**src/rtl/pad_btn_conditioner.sv**
```systemverilog
// Paddle push-button conditioner: sync, debounce and auto-repeat for two
// active-low buttons, producing one-clk active-low move strobes.
module pad_btn_conditioner #(
    parameter int DEBOUNCE_CYCLES = 50000,
    parameter int REPEAT_DELAY    = 12500000,
    parameter int REPEAT_PERIOD   = 5000000,
    parameter int CNT_W           = 24
) (
    input  logic clk,
    input  logic rst_n,
    input  logic playing,
    input  logic btn_left_raw,
    input  logic btn_right_raw,
    output logic btnLeft,
    output logic btnRight
);

    localparam int NUM_LANES = 2;
    localparam logic [CNT_W-1:0] DB_LAST = CNT_W'(DEBOUNCE_CYCLES - 1);
    localparam logic [CNT_W-1:0] RD_LAST = CNT_W'(REPEAT_DELAY - 1);
    localparam logic [CNT_W-1:0] RP_LAST = CNT_W'(REPEAT_PERIOD - 1);

    localparam logic [1:0] IDLE   = 2'd0;
    localparam logic [1:0] DELAY  = 2'd1;
    localparam logic [1:0] REPEAT = 2'd2;

    // Lane 0 = left, lane 1 = right. All levels are active-low (1 = released).
    logic [NUM_LANES-1:0]            raw, s1, s2, acc, acc_q, fire;
    logic [NUM_LANES-1:0][CNT_W-1:0] dcnt, rcnt, rcnt_nx;
    logic [NUM_LANES-1:0][1:0]       state, state_nx;
    logic                            keep;

    assign raw = {btn_right_raw, btn_left_raw};

    always_ff @(posedge clk or negedge rst_n) begin
        if (!rst_n) begin
            s1    <= '1;
            s2    <= '1;
            acc   <= '1;
            acc_q <= '1;
            dcnt  <= '0;
        end else begin
            s1    <= raw;
            s2    <= s1;
            acc_q <= acc;
            for (int i = 0; i < NUM_LANES; i++) begin
                if (s2[i] == acc[i]) begin
                    dcnt[i] <= '0;
                end else if (dcnt[i] == DB_LAST) begin
                    acc[i]  <= s2[i];
                    dcnt[i] <= '0;
                end else begin
                    dcnt[i] <= dcnt[i] + CNT_W'(1);
                end
            end
        end
    end

    // Press is taken on the accepted-level falling edge so a button already
    // held when play starts needs a release/press before it moves the paddle.
    always_comb begin
        state_nx = state;
        rcnt_nx  = rcnt;
        fire     = '0;
        for (int i = 0; i < NUM_LANES; i++) begin
            if (!playing) begin
                state_nx[i] = IDLE;
                rcnt_nx[i]  = '0;
            end else begin
                case (state[i])
                    IDLE: begin
                        if (!acc[i] && acc_q[i]) begin
                            fire[i]     = 1'b1;
                            state_nx[i] = DELAY;
                            rcnt_nx[i]  = '0;
                        end
                    end
                    DELAY: begin
                        if (acc[i]) begin
                            state_nx[i] = IDLE;
                            rcnt_nx[i]  = '0;
                        end else if (rcnt[i] == RD_LAST) begin
                            fire[i]     = 1'b1;
                            state_nx[i] = REPEAT;
                            rcnt_nx[i]  = '0;
                        end else begin
                            rcnt_nx[i]  = rcnt[i] + CNT_W'(1);
                        end
                    end
                    REPEAT: begin
                        if (acc[i]) begin
                            state_nx[i] = IDLE;
                            rcnt_nx[i]  = '0;
                        end else if (rcnt[i] == RP_LAST) begin
                            fire[i]     = 1'b1;
                            rcnt_nx[i]  = '0;
                        end else begin
                            rcnt_nx[i]  = rcnt[i] + CNT_W'(1);
                        end
                    end
                    default: begin
                        state_nx[i] = IDLE;
                        rcnt_nx[i]  = '0;
                    end
                endcase
            end
        end
    end

    // Both held, or both firing together, means "no move": suppress both.
    assign keep = playing & (acc[0] | acc[1]) & ~(fire[0] & fire[1]);

    always_ff @(posedge clk or negedge rst_n) begin
        if (!rst_n) begin
            state    <= {NUM_LANES{IDLE}};
            rcnt     <= '0;
            btnLeft  <= 1'b1;
            btnRight <= 1'b1;
        end else begin
            state    <= state_nx;
            rcnt     <= rcnt_nx;
            btnLeft  <= ~(fire[0] & keep);
            btnRight <= ~(fire[1] & keep);
        end
    end

endmodule

```
**config.mk**
```make
export PLATFORM = sky130hd
export DESIGN_NAME = pad_btn_conditioner
export DESIGN_NICKNAME = d
export VERILOG_FILES = /design/src/rtl/pad_btn_conditioner.sv
export SDC_FILE = /design/constraint.sdc
export NUM_CORES = 1
export LEC_CHECK = 0
export ABC_CLOCK_PERIOD_IN_PS = 4170
export CAP_MARGIN = 20
export CORE_MARGIN = 2
export CORE_UTILIZATION = 29
export DETAILED_ROUTE_END_ITERATION = 8
export PLACE_DENSITY = 0.42
export RECOVER_POWER = 50
export SLEW_MARGIN = 20
export SYNTH_ARGS = -nofsm -noshare
export SYNTH_HDL_FRONTEND = slang
export SYNTH_SLANG_ARGS = --single-unit
export TNS_END_PERCENT = 30
```
**constraint.sdc**
```tcl
create_clock -name clk -period 4.17 [get_ports clk]
set_input_delay 1.251 -clock clk [delete_from_list [all_inputs] [get_ports clk]]
set_output_delay 1.251 -clock clk [all_outputs]
set_load 0.01 [all_outputs]
```
Word level (Yosys, flattened, before mapping). Index checks and enable logic that the tools add are counted.

$add $sub $neg: 4. $mul: 0. Div/mod/pow operators: 0. $lt $le $gt $ge: 0. Equality and inequality tests: 18. Shift-type cells: 0. Mux-type cells: 44. Bitwise gates (word level): 11. Reduce and logical (&&, ||, !) cells: 10.

Operators by type and width (count): two-way mux 24 bit (16); one-hot mux 24 bit (3 select lines) (2); adder 24 x 1 -> 24 bit (second input constant) (4); equality test 24 x 16 -> 1 bit (second input constant) (2); equality test 24 x 23 -> 1 bit (second input constant) (2); equality test 24 bit (second input constant) (2); two-way mux 2 bit (10); two-way mux 1 bit (12); inequality test 3 bit (second input constant) (4); one-hot mux 2 bit (3 select lines) (2); inequality test 4 bit (second input constant) (2); one-hot mux 1 bit (3 select lines) (2); AND reduction 3 bit (2); AND 1 bit (5); inverter 1 bit (5); equality test 2 x 1 -> 1 bit (second input constant) (2); equality test 2 bit (second input constant) (2); zero test 2 bit (2); AND reduction 2 bit (2); equality test 1 bit (2); logical AND 1 bit (2); zero test 1 bit (2); OR 1 bit (1).

Register bits after elaboration: 110. Latch bits: 0. Memory bits (writable): 0. Memory bits (read-only): 0. Bits of input ports: 5. Output and inout port bits: 2. Logic and storage cells: 100. Memories: 0.

Depth between registers and ports, before layout.
Word-level depth: 10. Gate-level depth with buffers: 9. Gate-level depth less buffers: 7.

Worst setup path after synthesis. Ideal clock, no wire load.

Path type: input -> register. Start: in playing. End: reg rcnt[39] (netlist name). Setup time: 64 ps. Arrival: 2897 ps. Data required time: 4106 ps. Slack: 1209 ps. Cell stages on the path: 7. Buffers on the path: 2. Cells stage by stage: buf_6 > and2_1 > buf_2 > a2111o_1 > or4_1 > a221oi_1 > a21o_1.

Longest elaborated chain between the ends: 1. Elaborated cells between the ends (all ways): 2. Classes of those cells: eq/ne: 1; mux: 1.

RTL lines: start: declaration (line 11) `input logic playing,`; inequality test 3 bit (no source line) / two-way mux 24 bit (equally long branches); end signal: assignment (line 121) `rcnt <= rcnt_nx;`; end: declaration (line 29) `logic [NUM_LANES-1:0][CNT_W-1:0] dcnt, rcnt, rcnt_nx;`.

Several ways; a longest one is shown, not always the timed one. A chain may end at the register's enable or synchronous reset.

Final worst setup path.
Start: in playing. End: reg rcnt[35] (netlist name).

The elaborated chain is that of the path after synthesis.

==> results.json <==
{
  "cp_max_fo": 9,
  "tightest_slew_ps": 1390,
  "area_delta_synth_final_pct": 9.40,
  "synth_warnings": 0,
  "dp_cells": 912,
  "synth_area_leaders": "dfrtp_1 (40%), xnor2_1 (6.2%), xor2_1 (4.5%)",
  "rsz0062_at_grt": "false",
  "post-route-period-util_pct": 78.6,
  "grt_pass1_wl_um": 24800,
  "antenna_found_initial": 0,
  "tns_ps": 0,
  "die_h_um": 151,
  "yosysMostFrequentCell": "dfrtp_1",
  "yosys-top-cells-count": "dfrtp_1 (100), nor2_1 (63), nand2_1 (52)",
  "first_global_vias": 4810,
  "dr.pass1.iters": 6,
  "netlist_instances": 652,
  "path_clk_slew_ps": 70,
  "maxCapViolCount": 0,
  "fin_crit_ps": 3280,
  "portBuffers": 6,
  "grt.total_usage_pct": 13.6,
  "wl_per_cell_um": 15.1,
  "netlist_area_um2": 6230,
  "yosysTopAreaCell": "dfrtp_1",
  "routed_wl_um": 14100,
  "slowest_stage": "clkdlybuf4s50_1",
  "cts.repair.resized": 0,
  "rr_worst_depth": 6,
  "avgSynthCellArea_um2": 9.55,
  "synth.top_cell.area_share_pct": 40.2,
  "cts_tree": "built",
  "io-pin-count": 7,
  "dr.first_iter.drc_count": 229,
  "final_nets": 667,
  "worst_hold_path_type": "flip-flop to flip-flop",
  "path_cells": "clkdlybuf4s50_1 -> and2_1 -> a2111o_1 -> or4_1 -> a221oi_1 -> a21o_1",
  "num_rows": 53,
  "relSlewSlack_pct": 7.07,
  "vias_per_cell": 5.13,
  "synth-seq-cells": 110,
  "synthFlopType": "dfrtp_1",
  "vdd_drop_max_mv": 0.169,
  "crit_family": "compound AO/OA/AOI/OAI gates",
  "chipWidth_um": 151,
  "clockBufferDepth": 2,
  "synth_nets": 671,
  "reg2reg_to": "rcnt[25]",
  "crit_cells": 6,
  "drive_gt1_share_pct": 8.42,
  "p_leak_nw": 2.55,
  "async_flop_share_pct": 100,
  "cp.arrival_ps": 3570,
  "path_buf_inv": 1,
  "critPathMaxStageDelay_ps": 590,
  "fin_cells": 928,
  "insertion_delay_ps": 360,
  "ys_types": 61,
  "crit_required_ps": 4460,
  "start_util_pct": 29.6,
  "worstSetupStartpointType": "input pin",
  "drc": 0,
  "grt_start_max_net_pins": 56,
  "cts.hold.buffers_added": 0,
  "via_count": 4758,
  "synth_edf_count": 0,
  "skew_ps": 9.82,
  "rrSetupSlack_ps": 1380,
  "clock-sinks": 110,
  "synth-seq-area-share_pct": 44.4,
  "cts_made_buffers": 9,
  "ant_nets": 0,
  "endpoint_kind": "flip-flop",
  "die-area_um2": 22700,
  "gp_congestion": 0.793,
  "min_to": "s2[0]",
  "diodes": 0,
  "hold_viol": 0,
  "r2r_start": "rcnt[24]",
  "clock.fmax_ghz": 0.305,
  "holdPathStages": 0,
  "postCtsSetupBuffers": 0,
  "cts_max_level": 3,
  "powerDensity_nw_per_um2": 331,
  "root_buffer": "clkbuf_16",
  "core_area_um2": 21000,
  "overflow": 0,
  "setup_viol": 0,
  "slew_violations": 0,
  "dp_hpwl_um": 9810,
  "critPathKind": "input pin to flip-flop",
  "outcome": "complete, no violations",
  "hp-start": "s1[0]"
}
cell type report:
class	instances	area, um2
clock inverter	6	55.1
sequential	110	2770
fill	2167	14200
clock buffer	10	239
tap	275	344
timing repair buffer	12	97.6
multi-input combinational	492	3230
inverter	23	86.3
sequential cells by signal, indices dropped and copies added (netlist names):
register  count
s2            2
state         4
acc_q         2
s1            2
btnLeft       1
acc           2
dcnt         48
rcnt         48
btnRight      1
routing by layer:
metal	GRT usage, %	share of wire [%]	up-vias
met5	0	0	-
met4	5.09	1.8	0
met3	1.82	2.7	18
met2	20.7	45	71
met1	19.7	51	2336
li1	-	-	2333
cells by family (layout without fill, tap and decap cells):
logic type	count (synthesis)	after routing	synth area share (%)
flip-flops	110	110	44.4
buffers and inverters	50	51	3.80
multiplexers	2	2	0.362
adder cells (fa/ha/maj)	14	14	2.81
XOR/XNOR	76	76	10.7
AO/OA/AOI/OAI	100	100	12.0
AND/OR/NAND/NOR	300	300	25.9
per-stage QoR:
step	cell area (um2)	setup slack, ps	power [mW]	hold WS [ps]	utilization (%)
after global routing	6810	795	2.38	368	32.4
after floorplan	6230	1210	1.34	345	-
after CTS	6820	910	2.30	362	32.4
final	6810	893	2.26	359	32.4
after detailed placement	6520	535	1.42	351	31.0
after global placement	6520	567	1.42	350	31.0
worst reg2reg max path: stages (launching register included):
cell      delay, ps
dfrtp_1         400
ha_1            250
nand4_1         150
nand4b_1        230
o41ai_2         770
a21o_1          640
o21ai_0         190
layout by cell type, fill, tap and decap left out, types with 10 or more instances in the layout:
| master | count |
|---|---|
| nor3_1 | 17 |
| ha_1 | 14 |
| nor2_1 | 63 |
| xnor2_1 | 44 |
| a21oi_2 | 10 |
| a21oi_1 | 27 |
| nand4_1 | 23 |
| nand2_1 | 52 |
| nor4_1 | 24 |
| nand3_1 | 39 |
| and2_1 | 10 |
| dfrtp_1 | 100 |
| o21ai_0 | 10 |
| inv_1 | 23 |
| xor2_1 | 32 |
worst max-delay path by stage:
stage          startpoint       end  slack (ps)
6_report          playing  rcnt[35]         890
5_1_grt           playing  rcnt[35]         790
4_1_cts           playing  rcnt[35]         910
3_5_place_dp      playing  rcnt[35]         540
3_3_place_gp      playing  rcnt[35]         570
2_1_floorplan     playing  rcnt[39]        1210
power by group:
group          internal, mW  switching [mW]  total [mW]  leakage, nW
Combinational        0.0748           0.211       0.285        0.913
Clock                 0.432           0.432       0.864        0.142
Sequential             1.09          0.0204        1.11         1.49
No activity file was read; power rests on OpenSTA's default activity.
